[src/rtl/vm3_qslv_pkg.sv]
// Shared types for the VM3 Qbus slave: FSM states, I/O-page window geometry,
// byte-enable encoding and the registered slave context.
package vm3_qslv_pkg;

   localparam int IOP_W   = 13;
   localparam int WIN_LSB = 4;

   localparam logic [1:0] BE_LO   = 2'b01;
   localparam logic [1:0] BE_HI   = 2'b10;
   localparam logic [1:0] BE_WORD = 2'b11;

   typedef enum logic [2:0] {
      ST_IDLE = 3'd0,
      ST_SEL  = 3'd1,
      ST_RD   = 3'd2,
      ST_WR   = 3'd3,
      ST_RPLY = 3'd4,
      ST_IAK  = 3'd5
   } state_t;

   typedef struct packed {
      logic        sync;
      logic        iako;
      logic        sel;
      logic        a0;
      logic        rd;
      logic        claim;
      logic        iako_out;
      logic        ad_ena;
      logic        irq_ack;
      logic [15:0] ad_out;
      logic [2:0]  addr;
      logic [15:0] wdata;
      logic [1:0]  wbe;
   } slv_regs_t;

   // Byte writes address the odd byte through A[0].
   function automatic logic [1:0] be_encode(input logic wtbt, input logic a0);
      if (!wtbt) return BE_WORD;
      return a0 ? BE_HI : BE_LO;
   endfunction

endpackage

[src/rtl/vm3_qslv_if.sv]
// Core-side (positive-logic) Qbus signals seen by a slave device.
interface vm3_qslv_if;
   logic [15:0] pin_ad_in;
   logic [15:0] pin_ad_out;
   logic        pin_ad_ena;
   logic        pin_bs;
   logic        pin_sync;
   logic        pin_din;
   logic        pin_dout;
   logic        pin_wtbt;
   logic        pin_iako_in;
   logic        pin_iako_out;
   logic        pin_rply;
   logic        pin_virq;

   modport master (
      output pin_ad_in, pin_bs, pin_sync, pin_din, pin_dout, pin_wtbt, pin_iako_in,
      input  pin_ad_out, pin_ad_ena, pin_iako_out, pin_rply, pin_virq
   );

   modport slave (
      input  pin_ad_in, pin_bs, pin_sync, pin_din, pin_dout, pin_wtbt, pin_iako_in,
      output pin_ad_out, pin_ad_ena, pin_iako_out, pin_rply, pin_virq
   );
endinterface

[src/rtl/vm3_qslv.sv]
// Qbus slave: decodes an 8-word I/O-page window, bridges data cycles onto a
// req/ack local register bus and answers IAKO with a fixed interrupt vector.
module vm3_qslv
   import vm3_qslv_pkg::*;
#(
   parameter logic [12:0] BASE = 13'o17700,
   parameter logic [15:0] VEC  = 16'o000300
) (
   input  logic        pin_clk_p,
   input  logic        pin_dclo,
   input  logic        pin_init,
   vm3_qslv_if.slave   qb,
   output logic [2:0]  lb_addr,
   output logic [15:0] lb_wdata,
   output logic [1:0]  lb_wbe,
   output logic        lb_rd,
   output logic        lb_wr,
   input  logic [15:0] lb_rdata,
   input  logic        lb_ack,
   input  logic        irq,
   output logic        irq_ack
);

   function automatic logic addr_hit(input logic bs, input logic [IOP_W-1:WIN_LSB] a_win);
      return bs && (a_win == BASE[IOP_W-1:WIN_LSB]);
   endfunction

   state_t    state, state_nxt;
   slv_regs_t r;
   logic      rply;
   logic      sync_rise, iako_rise, hit, act, strobe, iak_go, claim_nxt;

   assign sync_rise = qb.pin_sync & ~r.sync;
   assign iako_rise = qb.pin_iako_in & ~r.iako;
   assign hit       = addr_hit(qb.pin_bs, qb.pin_ad_in[IOP_W-1:WIN_LSB]);
   assign act       = r.sel & qb.pin_sync;
   assign strobe    = r.rd ? qb.pin_din : qb.pin_dout;
   assign iak_go    = (state == ST_IDLE) && (state_nxt == ST_IAK);

   always_ff @(posedge pin_clk_p or posedge pin_dclo) begin
      if (pin_dclo)      state <= ST_IDLE;
      else if (pin_init) state <= ST_IDLE;
      else               state <= state_nxt;
   end

   // A dropped strobe always beats a same-cycle ack: the master has given up.
   always_comb begin
      state_nxt = state;
      lb_rd     = 1'b0;
      lb_wr     = 1'b0;
      rply      = 1'b0;
      case (state)
         ST_IDLE: begin
            if (sync_rise && hit)                       state_nxt = ST_SEL;
            else if (iako_rise && qb.pin_din && irq)    state_nxt = ST_IAK;
         end
         ST_SEL: begin
            if (!act)                state_nxt = ST_IDLE;
            else if (qb.pin_din)     state_nxt = ST_RD;
            else if (qb.pin_dout)    state_nxt = ST_WR;
         end
         ST_RD: begin
            lb_rd = 1'b1;
            if (!act)                state_nxt = ST_IDLE;
            else if (!qb.pin_din)    state_nxt = ST_SEL;
            else if (lb_ack)         state_nxt = ST_RPLY;
         end
         ST_WR: begin
            lb_wr = 1'b1;
            if (!act)                state_nxt = ST_IDLE;
            else if (!qb.pin_dout)   state_nxt = ST_SEL;
            else if (lb_ack)         state_nxt = ST_RPLY;
         end
         ST_RPLY: begin
            rply = 1'b1;
            if (!act)                state_nxt = ST_IDLE;
            else if (!strobe)        state_nxt = ST_SEL;
         end
         ST_IAK: begin
            rply = 1'b1;
            if (!qb.pin_din)         state_nxt = ST_IDLE;
         end
         default:                    state_nxt = ST_IDLE;
      endcase
   end

   always_comb begin
      claim_nxt = r.claim;
      if (!qb.pin_iako_in) claim_nxt = 1'b0;
      else if (iak_go)     claim_nxt = 1'b1;
   end

   always_ff @(posedge pin_clk_p or posedge pin_dclo) begin
      if (pin_dclo) begin
         r <= '0;
      end else if (pin_init) begin
         r <= '0;
      end else begin
         r.sync     <= qb.pin_sync;
         r.iako     <= qb.pin_iako_in;
         r.claim    <= claim_nxt;
         r.iako_out <= qb.pin_iako_in & ~claim_nxt;
         r.irq_ack  <= iak_go;
         if (sync_rise) begin
            r.sel  <= hit;
            r.addr <= qb.pin_ad_in[3:1];
            r.a0   <= qb.pin_ad_in[0];
         end
         if (state == ST_SEL && state_nxt == ST_RD) r.rd <= 1'b1;
         if (state == ST_SEL && state_nxt == ST_WR) begin
            r.rd    <= 1'b0;
            r.wbe   <= be_encode(qb.pin_wtbt, r.a0);
            r.wdata <= qb.pin_ad_in;
         end
         // Bus drivers are only live while replying to a read or an IAK.
         if (state == ST_RD && state_nxt == ST_RPLY) begin
            r.ad_ena <= 1'b1;
            r.ad_out <= lb_rdata;
         end else if (iak_go) begin
            r.ad_ena <= 1'b1;
            r.ad_out <= VEC;
         end else if (state_nxt != ST_RPLY && state_nxt != ST_IAK) begin
            r.ad_ena <= 1'b0;
            r.ad_out <= '0;
         end
      end
   end

   assign qb.pin_ad_out   = r.ad_out;
   assign qb.pin_ad_ena   = r.ad_ena;
   assign qb.pin_rply     = rply;
   assign qb.pin_iako_out = r.iako_out;
   assign qb.pin_virq     = irq;
   assign lb_addr         = r.addr;
   assign lb_wdata        = r.wdata;
   assign lb_wbe          = r.wbe;
   assign irq_ack         = r.irq_ack;

endmodule

[src/flat_wrapper.sv]
// flat-port wrapper written by rule: the top's interface ports become plain ports
module vm3_qslv_flat import vm3_qslv_pkg::*;
#(
   parameter logic [12:0] BASE = 13'o17700,
   parameter logic [15:0] VEC  = 16'o000300
)
  (pin_clk_p, pin_dclo, pin_init, lb_addr, lb_wdata, lb_wbe, lb_rd, lb_wr, lb_rdata, lb_ack, irq, irq_ack, qb_pin_ad_in, qb_pin_bs, qb_pin_sync, qb_pin_din, qb_pin_dout, qb_pin_wtbt, qb_pin_iako_in, qb_pin_ad_out, qb_pin_ad_ena, qb_pin_iako_out, qb_pin_rply, qb_pin_virq);
  vm3_qslv_if qb_i ();
  input  logic pin_clk_p;
  input  logic pin_dclo;
  input  logic pin_init;
  output logic [2:0] lb_addr;
  output logic [15:0] lb_wdata;
  output logic [1:0] lb_wbe;
  output logic lb_rd;
  output logic lb_wr;
  input  logic [15:0] lb_rdata;
  input  logic lb_ack;
  input  logic irq;
  output logic irq_ack;
  input wire logic [$bits(qb_i.pin_ad_in)-1:0] qb_pin_ad_in;
  input wire logic [$bits(qb_i.pin_bs)-1:0] qb_pin_bs;
  input wire logic [$bits(qb_i.pin_sync)-1:0] qb_pin_sync;
  input wire logic [$bits(qb_i.pin_din)-1:0] qb_pin_din;
  input wire logic [$bits(qb_i.pin_dout)-1:0] qb_pin_dout;
  input wire logic [$bits(qb_i.pin_wtbt)-1:0] qb_pin_wtbt;
  input wire logic [$bits(qb_i.pin_iako_in)-1:0] qb_pin_iako_in;
  output wire logic [$bits(qb_i.pin_ad_out)-1:0] qb_pin_ad_out;
  output wire logic [$bits(qb_i.pin_ad_ena)-1:0] qb_pin_ad_ena;
  output wire logic [$bits(qb_i.pin_iako_out)-1:0] qb_pin_iako_out;
  output wire logic [$bits(qb_i.pin_rply)-1:0] qb_pin_rply;
  output wire logic [$bits(qb_i.pin_virq)-1:0] qb_pin_virq;
  assign qb_i.pin_ad_in = qb_pin_ad_in;
  assign qb_i.pin_bs = qb_pin_bs;
  assign qb_i.pin_sync = qb_pin_sync;
  assign qb_i.pin_din = qb_pin_din;
  assign qb_i.pin_dout = qb_pin_dout;
  assign qb_i.pin_wtbt = qb_pin_wtbt;
  assign qb_i.pin_iako_in = qb_pin_iako_in;
  assign qb_pin_ad_out = qb_i.pin_ad_out;
  assign qb_pin_ad_ena = qb_i.pin_ad_ena;
  assign qb_pin_iako_out = qb_i.pin_iako_out;
  assign qb_pin_rply = qb_i.pin_rply;
  assign qb_pin_virq = qb_i.pin_virq;
  vm3_qslv #(.BASE(BASE), .VEC(VEC)) u_core (.pin_clk_p(pin_clk_p), .pin_dclo(pin_dclo), .pin_init(pin_init), .qb(qb_i), .lb_addr(lb_addr), .lb_wdata(lb_wdata), .lb_wbe(lb_wbe), .lb_rd(lb_rd), .lb_wr(lb_wr), .lb_rdata(lb_rdata), .lb_ack(lb_ack), .irq(irq), .irq_ack(irq_ack));
endmodule
[config.mk]
export PLATFORM = sky130hd
export DESIGN_NAME = vm3_qslv_flat
export DESIGN_NICKNAME = d
export VERILOG_FILES = /design/src/rtl/vm3_qslv_pkg.sv /design/src/rtl/vm3_qslv_if.sv /design/src/rtl/vm3_qslv.sv /design/src/flat_wrapper.sv
export SDC_FILE = /design/constraint.sdc
export NUM_CORES = 1
export LEC_CHECK = 0
export ABC_AREA = 1
export CORE_UTILIZATION = 30
export CTS_CLUSTER_DIAMETER = 40
export DETAILED_ROUTE_END_ITERATION = 10
export PLACE_DENSITY = 0.63
export SLEW_MARGIN = 20
export SYNTH_ARGS = -nofsm -noshare
export SYNTH_HDL_FRONTEND = slang
export SYNTH_SLANG_ARGS = --single-unit
[constraint.sdc]
create_clock -name pin_clk_p -period 1.35 [get_ports pin_clk_p]
set_input_delay 0.2025 -clock pin_clk_p [delete_from_list [all_inputs] [get_ports pin_clk_p]]
set_output_delay 0.2025 -clock pin_clk_p [all_outputs]
set_load 0.05 [all_outputs]
==> metrics.txt <==
Slew Limit Fails 0; gpl congestion 0.886; largest net degree at the start of global routing 50; First-pass DRT Iterations 5; post-synth cell types 23; CP Capture Type primary output; fillers 727; final global-route overflow total 0; failing checks setup timing; HP Class in -> async; die area 0.00908 mm2; number of max-cap violations 0; Synth area leaders dfrtp_1, nand2_1, buf_4; commonest non-fill, non-tap cells in the layout nand2_1, buf_12, dfrtp_1, clkdlybuf4s50_1, nand4_1; Leakage 2.16 nW; initial antenna violation count 0; row count 33; clock sinks 49; critical path buffer and inverter count 3; DRT iter0 DRCs just under 100; Worst path top cell family by delay flip-flops; Netlist Area Pre-Place 0.00261 mm2; status complete, but fails checks; final worst-path setup slack -0.186 ns; Routed Antenna Nets 0; first-pass GRT wire length 11300 um; slowest CP cell dfrtp_2; die extent in x 95.3 um; Port Buffers 86; RSZ-0062 raised after global routing yes; TritonCTS buffer count 5; CTS tree built; share of cells above drive strength 1 0.344; syn avg cell area a little over 8 um2; commonest non-fill, non-tap cell in the layout nand2_1; Worst-path clk slew ~0.080 ns; CP startpoint kind flop; Post-layout nets 450; pwr dens 657 mW/mm2; Initial Util 0.315; H-tree lvl count 2; Mapped Nets 362; drt wl/cell 13.6 um; Placed Area 0.00403 mm2; Clock Latency Late Sink around 0.29 ns; Yosys reg bits 49; Slew Limit Headroom 0.823; Hold Violations, Final 0; fin area 0.00440 mm2; Area growth syn-to-layout 68.5%; Synth Instances 319; core area 0.00830 mm2; CTS root buf clkbuf_8; Seq/Total Area, Yosys 0.470; CP Data Required Time 1.15 ns; final setup vio count 42; worst-margin pin slew 0.265 ns; crit share post-route 1.14; die height 95.3 um; crit path max fanout 5; Post-CTS Hold Fix Bufs 0; vias in the first global route 2359; share of the synthesized area in the top cell type 0.470; Setup Crit Path Kind reg -> out; Total GRT Usage 0.160; Clock Skew 0.00315 ns; Setup WS pre-CTS -0.611 ns; via count 2404; CP Cell Sequence buf_4, nor3_4, buf_6, buf_12; dpl hpwl roughly 4900 um; crit path time final 1.54 ns; area leader, netlist dfrtp_1; CTS max path bufs 2; Max VDD drop 0.395 mV; CP max stage delay around 0.47 ns; DR DRC count 0; Vias/cell ~4.7; CP arrival between 1 and 1.5 ns; synth warn 0; ant diodes 0; I/O Pins 87; power after layout 0.00289 W; Max Clk Rate 651 MHz; final WL approximately 7000 um
==> layer usage <==
| layer | global-route usage | vias to the layer above | routed length (um) |
|---|---|---|---|
| li1 | - | 1181 | - |
| met1 | 0.204 | 1141 | 2880 |
| met2 | 0.276 | 73 | 3660 |
| met3 | 0.0319 | 9 | 360 |
| met4 | 0.0391 | 0 | 78 |
| met5 | 0 | - | 0 |
==> path summary, 6_finish.rpt <==
path                                 start                      to  slack [ns]  cells past startpoint
max                        u_core.state[0]                   lb_rd       -0.19                      4
min                               pin_dclo      u_core.lb_wdata[8]        0.32                      3
max reg2reg                u_core.state[1]     u_core.lb_wdata[13]       -0.16                      9
min reg2reg                   u_core.r[40]  u_core.qb.pin_iako_out        0.51                      3
max in group asynchronous         pin_dclo         u_core.state[1]        0.80                      3
min in group pin_clk_p         qb_pin_sync            u_core.r[45]        0.33                      3
==> per-stage QoR <==
| step | cells | hold WS, ns | TNS, ns | util |
|---|---|---|---|---|
| after global placement | 495 | 0.494 | -21.02 | 0.486 |
| after global routing | 512 | 0.341 | -8.94 | 0.530 |
| after floorplan | 319 | 0.239 | -11.68 | - |
| after CTS | 509 | 0.320 | -5.00 | 0.522 |
| final | 512 | 0.322 | -5.52 | 0.530 |
| after detailed placement | 495 | 0.511 | -21.44 | 0.486 |
==> cell type report <==
type / count / area, um2 / area share
multi-input cells: 193 / 1100 / 0.249
inverters: 27 / 113 / 0.0256
repair buffers: 131 / 1740 / 0.396
well taps: 105 / 131 / 0.0299
clock buffers: 7 / 86.3 / 0.0196
flip-flops and latches: 49 / 1230 / 0.279
==> sequential cells by signal, summed over array words and instances (netlist names) <==
name and count:
u_core.r 6, u_core.lb_wbe 2, u_core.qb.pin_ad_ena 1, u_core.lb_wdata 16
u_core.qb.pin_iako_out 1, u_core.lb_addr 3, u_core.irq_ack 1, u_core.state 3
u_core.qb.pin_ad_out 16
==> power by group <==
part	total (W)	switching, W	internal (W)	leakage [nW]
combinational	0.000521	0.000258	0.000263	1.45
clock	0.000863	0.000456	0.000408	0.0443
sequential	0.00151	0.0000193	0.00149	0.673
total	0.00289	0.000733	0.00216	2.16
==> synth_stat cells <==
cell type / number
a21oi_1: 4
mux2_2: 3
nand3_1: 27
buf_1: 3
nand2_2: 1
dfrtp_1: 49
clkbuf_1: 3
a211oi_2: 1
nor3_2: 1
nand3_2: 3
buf_6: 1
o21ai_0: 5
nor2_2: 2
buf_4: 41
nor2_1: 24
nand2_4: 1
nand4_1: 33
inv_2: 6
buf_2: 4
nor3_1: 2
a22oi_1: 1
inv_1: 21
nand2_1: 83
==> logic make-up after synthesis <==
group | Yosys count | synth area share
and+or+nand+nor | 177 | 0.315
DFF | 49 | 0.470
muxes | 3 | 0.0129
buffers and inverters | 79 | 0.177
AOI/OAI and AO/OA | 11 | 0.0249
==> tightest hold or removal path, cell delays in order <==
cell and delay (ns):
clkdlybuf4s50_1 0.44, clkinvlp_4 0.10, buf_12 0.26
==> what timing repair did <==
item | 4_1_cts | 5_1_grt
cloned | 2 | 0
gates resized for setup | 42 | 17
setup buffers | 5 | 3
setup endpoints to repair | 43 | 43
pin swaps | 13 | 23
Power figures use the tool's default switching activity.
